--- src/rtl/vm2002_common_pkg.sv ---
// Shared types and coin values for the vm2002 change controller.
package vm2002_common_pkg;

  typedef enum logic [1:0] {
    NONE    = 2'd0,
    NICKEL  = 2'd1,
    DIME    = 2'd2,
    QUARTER = 2'd3
  } coin_t;

  localparam int unsigned NICKEL_VAL  = 5;
  localparam int unsigned DIME_VAL    = 10;
  localparam int unsigned QUARTER_VAL = 25;

  typedef enum logic [2:0] {
    IDLE,
    SELECT,
    ISSUE,
    DONE,
    SHORT
  } change_state_t;

endpackage

--- src/rtl/vm2002_coin_inventory.sv ---
// Hopper inventory: three saturating coin counters with restock-add and
// single-coin decrement.
module vm2002_coin_inventory
  import vm2002_common_pkg::*;
#(
  parameter int CNT_W = 8
) (
  input  logic             clk,
  input  logic             hrst_n,
  input  logic             restock_en,
  input  coin_t            restock_type,
  input  logic [CNT_W-1:0] restock_count,
  input  logic             dec_en,
  input  coin_t            dec_type,
  output logic [CNT_W-1:0] nickel_cnt,
  output logic [CNT_W-1:0] dime_cnt,
  output logic [CNT_W-1:0] quarter_cnt,
  output logic             nickel_nz,
  output logic             dime_nz,
  output logic             quarter_nz
);

  logic [CNT_W-1:0] nickel_q, nickel_d;
  logic [CNT_W-1:0] dime_q, dime_d;
  logic [CNT_W-1:0] quarter_q, quarter_d;

  function automatic logic [CNT_W-1:0] sat_add(input logic [CNT_W-1:0] a,
                                               input logic [CNT_W-1:0] b);
    logic [CNT_W:0] sum;
    sum = {1'b0, a} + {1'b0, b};
    return sum[CNT_W] ? {CNT_W{1'b1}} : sum[CNT_W-1:0];
  endfunction

  // Restock only happens in IDLE and decrement only in ISSUE, so they never overlap.
  always_comb begin
    nickel_d  = nickel_q;
    dime_d    = dime_q;
    quarter_d = quarter_q;
    if (restock_en) begin
      case (restock_type)
        NICKEL:  nickel_d  = sat_add(nickel_q, restock_count);
        DIME:    dime_d    = sat_add(dime_q, restock_count);
        QUARTER: quarter_d = sat_add(quarter_q, restock_count);
        default: ;
      endcase
    end
    if (dec_en) begin
      case (dec_type)
        NICKEL:  if (nickel_q != '0)  nickel_d  = nickel_q - CNT_W'(1);
        DIME:    if (dime_q != '0)    dime_d    = dime_q - CNT_W'(1);
        QUARTER: if (quarter_q != '0) quarter_d = quarter_q - CNT_W'(1);
        default: ;
      endcase
    end
  end

  always_ff @(posedge clk or negedge hrst_n) begin
    if (!hrst_n) begin
      nickel_q  <= '0;
      dime_q    <= '0;
      quarter_q <= '0;
    end else begin
      nickel_q  <= nickel_d;
      dime_q    <= dime_d;
      quarter_q <= quarter_d;
    end
  end

  assign nickel_cnt  = nickel_q;
  assign dime_cnt    = dime_q;
  assign quarter_cnt = quarter_q;
  assign nickel_nz   = (nickel_q != '0);
  assign dime_nz     = (dime_q != '0);
  assign quarter_nz  = (quarter_q != '0);

endmodule

--- src/rtl/vm2002_change_ctrl.sv ---
// Greedy quarter/dime/nickel change dispenser driving a single coin hopper.
// Optional hopper ack timeout and fault port: define VM2002_HOPPER_TIMEOUT_EN.
//
// state  | meaning
// IDLE   | waiting for start; restock allowed
// SELECT | pick largest coin that fits remaining and is in stock
// ISSUE  | coin_req high until coin_ack (or timeout)
// DONE   | done pulse, balance fully returned
// SHORT  | done pulse with short_change, remaining holds unpaid cents
module vm2002_change_ctrl
  import vm2002_common_pkg::*;
#(
  parameter int AMT_W = 16,
  parameter int CNT_W = 8
`ifdef VM2002_HOPPER_TIMEOUT_EN
  ,
  parameter int ACK_TIMEOUT = 255
`endif
) (
  input  logic             clk,
  input  logic             hrst_n,
  input  logic             start,
  input  logic [AMT_W-1:0] balance,
  input  logic             restock,
  input  logic [1:0]       restock_type,
  input  logic [CNT_W-1:0] restock_count,
  output logic             coin_req,
  output logic [1:0]       coin_type,
  input  logic             coin_ack,
  output logic             busy,
  output logic             done,
  output logic             short_change,
  output logic [AMT_W-1:0] remaining,
  output logic [CNT_W-1:0] nickel_cnt,
  output logic [CNT_W-1:0] dime_cnt,
  output logic [CNT_W-1:0] quarter_cnt
`ifdef VM2002_HOPPER_TIMEOUT_EN
  ,
  output logic             fault
`endif
);

  change_state_t    state_q, state_d;
  logic [AMT_W-1:0] remaining_q, remaining_d;
  coin_t            coin_sel_q, coin_sel_d;
  logic [AMT_W-1:0] coin_val;
  logic             dec_en;
  logic             nickel_nz, dime_nz, quarter_nz;

`ifdef VM2002_HOPPER_TIMEOUT_EN
  localparam int ACK_W = $clog2(ACK_TIMEOUT + 1);
  logic [ACK_W-1:0] ack_cnt_q, ack_cnt_d;
  logic             fault_q, fault_d;
`endif

  vm2002_coin_inventory #(.CNT_W(CNT_W)) u_inventory (
    .clk          (clk),
    .hrst_n       (hrst_n),
    .restock_en   (restock && (state_q == IDLE)),
    .restock_type (coin_t'(restock_type)),
    .restock_count(restock_count),
    .dec_en       (dec_en),
    .dec_type     (coin_sel_q),
    .nickel_cnt   (nickel_cnt),
    .dime_cnt     (dime_cnt),
    .quarter_cnt  (quarter_cnt),
    .nickel_nz    (nickel_nz),
    .dime_nz      (dime_nz),
    .quarter_nz   (quarter_nz)
  );

  always_comb begin
    case (coin_sel_q)
      QUARTER: coin_val = AMT_W'(QUARTER_VAL);
      DIME:    coin_val = AMT_W'(DIME_VAL);
      NICKEL:  coin_val = AMT_W'(NICKEL_VAL);
      default: coin_val = '0;
    endcase
  end

  always_comb begin
    state_d     = state_q;
    remaining_d = remaining_q;
    coin_sel_d  = coin_sel_q;
    dec_en      = 1'b0;
`ifdef VM2002_HOPPER_TIMEOUT_EN
    ack_cnt_d   = '0;
    fault_d     = fault_q;
`endif
    case (state_q)
      IDLE: begin
        if (start) begin
          remaining_d = balance;
          state_d     = SELECT;
`ifdef VM2002_HOPPER_TIMEOUT_EN
          fault_d     = 1'b0;
`endif
        end
      end
      SELECT: begin
        coin_sel_d = NONE;
        if (remaining_q == '0) begin
          state_d = DONE;
        end else if (remaining_q >= AMT_W'(QUARTER_VAL) && quarter_nz) begin
          state_d    = ISSUE;
          coin_sel_d = QUARTER;
        end else if (remaining_q >= AMT_W'(DIME_VAL) && dime_nz) begin
          state_d    = ISSUE;
          coin_sel_d = DIME;
        end else if (remaining_q >= AMT_W'(NICKEL_VAL) && nickel_nz) begin
          state_d    = ISSUE;
          coin_sel_d = NICKEL;
        end else begin
          state_d = SHORT;
        end
      end
      ISSUE: begin
        if (coin_ack) begin
          dec_en      = 1'b1;
          remaining_d = remaining_q - coin_val;
          coin_sel_d  = NONE;
          state_d     = SELECT;
        end
`ifdef VM2002_HOPPER_TIMEOUT_EN
        else if (ack_cnt_q == ACK_W'(ACK_TIMEOUT - 1)) begin
          coin_sel_d = NONE;
          fault_d    = 1'b1;
          state_d    = SHORT;
        end else begin
          ack_cnt_d = ack_cnt_q + ACK_W'(1);
        end
`endif
      end
      DONE:    state_d = IDLE;
      SHORT:   state_d = IDLE;
      default: state_d = IDLE;
    endcase
  end

  always_ff @(posedge clk or negedge hrst_n) begin
    if (!hrst_n) begin
      state_q     <= IDLE;
      remaining_q <= '0;
      coin_sel_q  <= NONE;
`ifdef VM2002_HOPPER_TIMEOUT_EN
      ack_cnt_q   <= '0;
      fault_q     <= 1'b0;
`endif
    end else begin
      state_q     <= state_d;
      remaining_q <= remaining_d;
      coin_sel_q  <= coin_sel_d;
`ifdef VM2002_HOPPER_TIMEOUT_EN
      ack_cnt_q   <= ack_cnt_d;
      fault_q     <= fault_d;
`endif
    end
  end

  // Outputs decode straight from state so an async reset drops coin_req at once.
  assign coin_req     = (state_q == ISSUE);
  assign coin_type    = coin_sel_q;
  assign busy         = (state_q != IDLE);
  assign done         = (state_q == DONE) || (state_q == SHORT);
  assign short_change = (state_q == SHORT);
  assign remaining    = remaining_q;
`ifdef VM2002_HOPPER_TIMEOUT_EN
  assign fault        = fault_q;
`endif

endmodule

--- config.mk ---
export PLATFORM = sky130hd
export DESIGN_NAME = vm2002_change_ctrl
export DESIGN_NICKNAME = d
export VERILOG_FILES = /design/src/rtl/vm2002_common_pkg.sv /design/src/rtl/vm2002_coin_inventory.sv /design/src/rtl/vm2002_change_ctrl.sv
export SDC_FILE = /design/constraint.sdc
export NUM_CORES = 1
export LEC_CHECK = 0
export BUFFER_PORTS_ARGS = -buffer_cell sky130_fd_sc_hd__buf_4
export CAP_MARGIN = 20
export CORE_AREA = 2 2 121 123
export CTS_BUF_LIST = sky130_fd_sc_hd__clkbuf_8
export DETAILED_ROUTE_END_ITERATION = 6
export DIE_AREA = 0 0 123 125
export SLEW_MARGIN = 20
export SYNTH_ARGS = -nofsm -noshare
export SYNTH_HDL_FRONTEND = slang
export SYNTH_SLANG_ARGS = --single-unit
--- constraint.sdc ---
create_clock -name clk -period 2.47 [get_ports clk]
set_clock_uncertainty 0.05 [all_clocks]
set_input_delay 0.3705 -clock clk [delete_from_list [all_inputs] [get_ports clk]]
set_output_delay 0.3705 -clock clk [all_outputs]
set_load 0.05 [all_outputs]
==> run summary <==
- **outcome** finished clean
- **clock tree from TritonCTS** yes
- **cell row count** 44
- **die outline height** 125 microns
- **total clock buffers created by CTS** 5
- **overall track demand over capacity in global routing** 17.4%
- **post-detailed-route wirelength per cell** 17.2 microns
- **number of DRC markers in iteration 0** 280
- **via count of the first global-routing pass** 4340
- **Crit Path Max Fanout** 7
- **Max Slew Vio Count** 0
- **number of warning messages in the yosys log** 0
- **met1 track demand over resource in global routing** 23.6%
- **first-pass iteration count of the detailed router** 4
- **Post-CTS Setup Repair Bufs** 0
- **time the worst path needs with I/O delays and setup** 2.39 ns
- **Syn Area/Cell** 8.34 sq um
- **met3 usage in global routing** 3.01%
- **Final Core Density** 36.6%
- **ratio of total power to cell area** 1460 nW/um^2
- **worst setup path category** flop to flop
- **portion of total power attributed to the clock network** 6.2%
- **busiest layer in global routing** met2
- **Core Area** 14200 sq um
- **antenna violations before repair** 0
- **die span in x** 123 microns
- **CTS Root Cell** clkbuf_8
- **data arrival time of the critical path** 2.54 ns
- **share of flip-flops with an asynchronous set or reset after synthesis** 100%
- **primary flip-flop cell chosen by synthesis mapping** dfrtp_1
- **smallest setup slack after layout** 0.0829 ns
- **number of H-tree levels** 2
- **crit share post-route** 96.6%
- **main area contributors after synthesis** dfrtp_1 (27%), ha_1 (9.6%), o21ai_0 (6.1%), nor3_1 (4.1%), a211oi_1 (3.4%)
- **maximum number of pins on one net before global-route repair** 46
- **detailed-route wire length** 13300 microns
- **number of endpoints with negative hold slack in the final report** 0
- **number of placed instances, taps included** 769
- **total number of vias** 4452
- **GR Overflow Total** 0
- **starting utilization of the core area** 29.3%
- **fill count** 1490
- **share of post-route cells with drive strength above 1** 22.4%
- **clock latency of the later-clocked register in the worst-skew pair** 0.31 ns
- **design internal power** 3.24 mW
- **proportion of power drawn by flip-flops and latches** 23.1%
- **combinational fraction of design power** 70.6%
- **Critical Path End Type** flop
- **crit path launch type** flop
- **power dissipated by switching net loads** 4.33 mW
- **CTS sink count** 45
- **FF/Latch Area** 1130 sq um
- **Layout Cells excl Fill** 777
- **clock transition at the registers of the reported paths** 0.09 ns
- **NumNets Final** 659
- **synthesis-stage register bit count** 45
- **netlist area before placement** 4160 sq um
- **total DRC errors in the routed layout** 0
- **diodes inserted** 0
- **CTS max path bufs** 2
- **area of the multi-input gates** 2950 sq um
- **most frequent cell after synthesis** o21ai_0
- **Post-Place Setup Slack** 0.0221 ns
- **sequential-to-total area share from yosys stat** 27.1%
- **Post-Route Setup TNS** 0 ns
- **pin slew with the least headroom to its limit** 0.627 ns
- **Hold Worst Slack** 0.0252 ns
- **Net Sw Frac** 57.2%
- **Area growth, synth to finish** 24.9%
- **mean number of vias per cell** 5.73
- **Peak supply drop** 587 uV
- **Static Leak** 2.07 nW
- **routability cong.** 0.875
- **Post-Syn Instances** 499
- **number of nets with antenna violations after detailed routing** 0
- **relative slew slack** 58.2%
- **most used standard cells in the synthesized netlist** o21ai_0 (51), dfrtp_1 (45), nor2_1 (38)
- **setup-violating endpoint count in the final report** 0
- **input/output buffers** 76
- **library cells used by synthesis** 66
- **Max Cap Violations** 0
- **area of the die** 15400 sq um
- **Post-Syn Nets** 566
- **Post-synth EDFFs** 0
- **type of the most critical hold path** input pin to asynchronous set/reset pin
- **HPWL after detailed placement** 10300 microns
- **top-area cell type share of the netlist area** 27.1%
- **cell accounting for the most synthesized area** dfrtp_1
- **global-route met2 utilization** 28.2%
- **required time of the worst setup path** 2.63 ns
- **Top Ports** 77
- **global-route wire length before repair** 21700 microns
- **max frequency** 419 MHz
- **setup repair after global routing missed its margin** no
repair_timing:
item / CTS / global route
gates resized for setup: 0 / 6
setup endpoints to repair: 0 / 20
hold buffers: 0 / 0
worst max-delay path, cell delays in order, from the launching register on:
cell	delay [ns]
dfrtp_1	0.39
or4b_4	0.55
or4b_1	0.62
or4_1	0.45
o31a_1	0.12
o211a_1	0.11
registers in the layout, indices dropped and copies added, names as in the netlist:
register	count
state_q	3
remaining	16
u_inventory.quarter_cnt	8
u_inventory.dime_cnt	8
u_inventory.nickel_cnt	8
coin_type	2
layout by cell type, fill, tap and decap left out, drive strengths merged, types with 4 or more instances in the layout:
cell type / synthesis / final
buf: 3 / 101
o21ai: 51 / 51
dfrtp: 45 / 45
nor2: 38 / 38
nor3: 35 / 35
ha: 32 / 32
a21oi: 27 / 27
nand2: 25 / 25
nand3: 20 / 20
a211oi: 19 / 19
nor4: 18 / 18
inv: 12 / 13
or3: 12 / 12
o21a: 12 / 12
nand2b: 9 / 9
a21o: 8 / 8
nor2b: 8 / 8
xor2: 7 / 7
o211ai: 6 / 6
xnor2: 6 / 6
o21bai: 6 / 6
nor3b: 6 / 6
a211o: 5 / 5
o31ai: 5 / 5
clkbuf: 12 / 5
or4b: 5 / 5
nor4b: 4 / 4
and3: 4 / 4
o31a: 4 / 4
a311oi: 4 / 4
fa: 4 / 4
power groups by stage:
stage	sequential (mW)	combinational, mW	clock [mW]
floorplan	2.70	2.65	0
global placement	1.73	5.22	0
detailed placement	1.74	5.27	0
CTS	1.73	5.31	0.484
global route	1.83	5.80	0.517
finish	1.75	5.35	0.473
layout make-up:
type / instances / area share, %
flip-flops and latches: 45 / 21.7
clock buffers: 5 / 1.32
multi-input cells: 426 / 56.7
inverters: 13 / 0.939
clock inverters: 3 / 0.265
well taps: 184 / 4.43
repair buffers: 101 / 14.6
routing by layer:
| layer | share of wire [%] | wire (microns) | up-vias |
|---|---|---|---|
| li1 | - | - | 2136 |
| met1 | 46 | 6130 | 2141 |
| met2 | 46 | 6200 | 159 |
| met3 | 5.7 | 767 | 16 |
| met4 | 1.8 | 243 | 0 |
| met5 | 0 | 0 | - |
through the flow:
step / area, sq um / total power [mW]
2_1_floorplan: 4170 / 5.35
3_3_place_gp: 5100 / 6.94
3_5_place_dp: 5100 / 7.02
4_1_cts: 5180 / 7.53
5_1_grt: 5200 / 8.15
6_report: 5200 / 7.58
logic make-up (layout without fill, tap and decap cells):
family | after synthesis | count (layout) | synth area share, %
AOI/OAI and AO/OA | 174 | 174 | 28.8
buffers and inverters | 28 | 122 | 2.61
adders and majority gates | 36 | 36 | 11.5
DFF | 45 | 45 | 27.1
muxes | 3 | 3 | 0.781
and+or+nand+nor | 200 | 200 | 26.5
xor gates and xnor gates | 13 | 13 | 2.74
worst paths after layout:
check / startpoint / end / slack [ns] / cells past startpoint
worst max-delay path: state_q[0] / u_inventory.nickel_cnt[7] / 0.08 / 5
worst min-delay path: hrst_n / u_inventory.nickel_cnt[4] / 0.03 / 1
worst max register to register: state_q[0] / u_inventory.nickel_cnt[7] / 0.08 / 5
worst min register to register: u_inventory.dime_cnt[0] / u_inventory.dime_cnt[0] / 0.52 / 1
max in group asynchronous: hrst_n / u_inventory.nickel_cnt[0] / 1.90 / 1
min in group clk: balance[0] / remaining[0] / 0.28 / 3
Note: power is estimated with default switching activity, not from simulation.
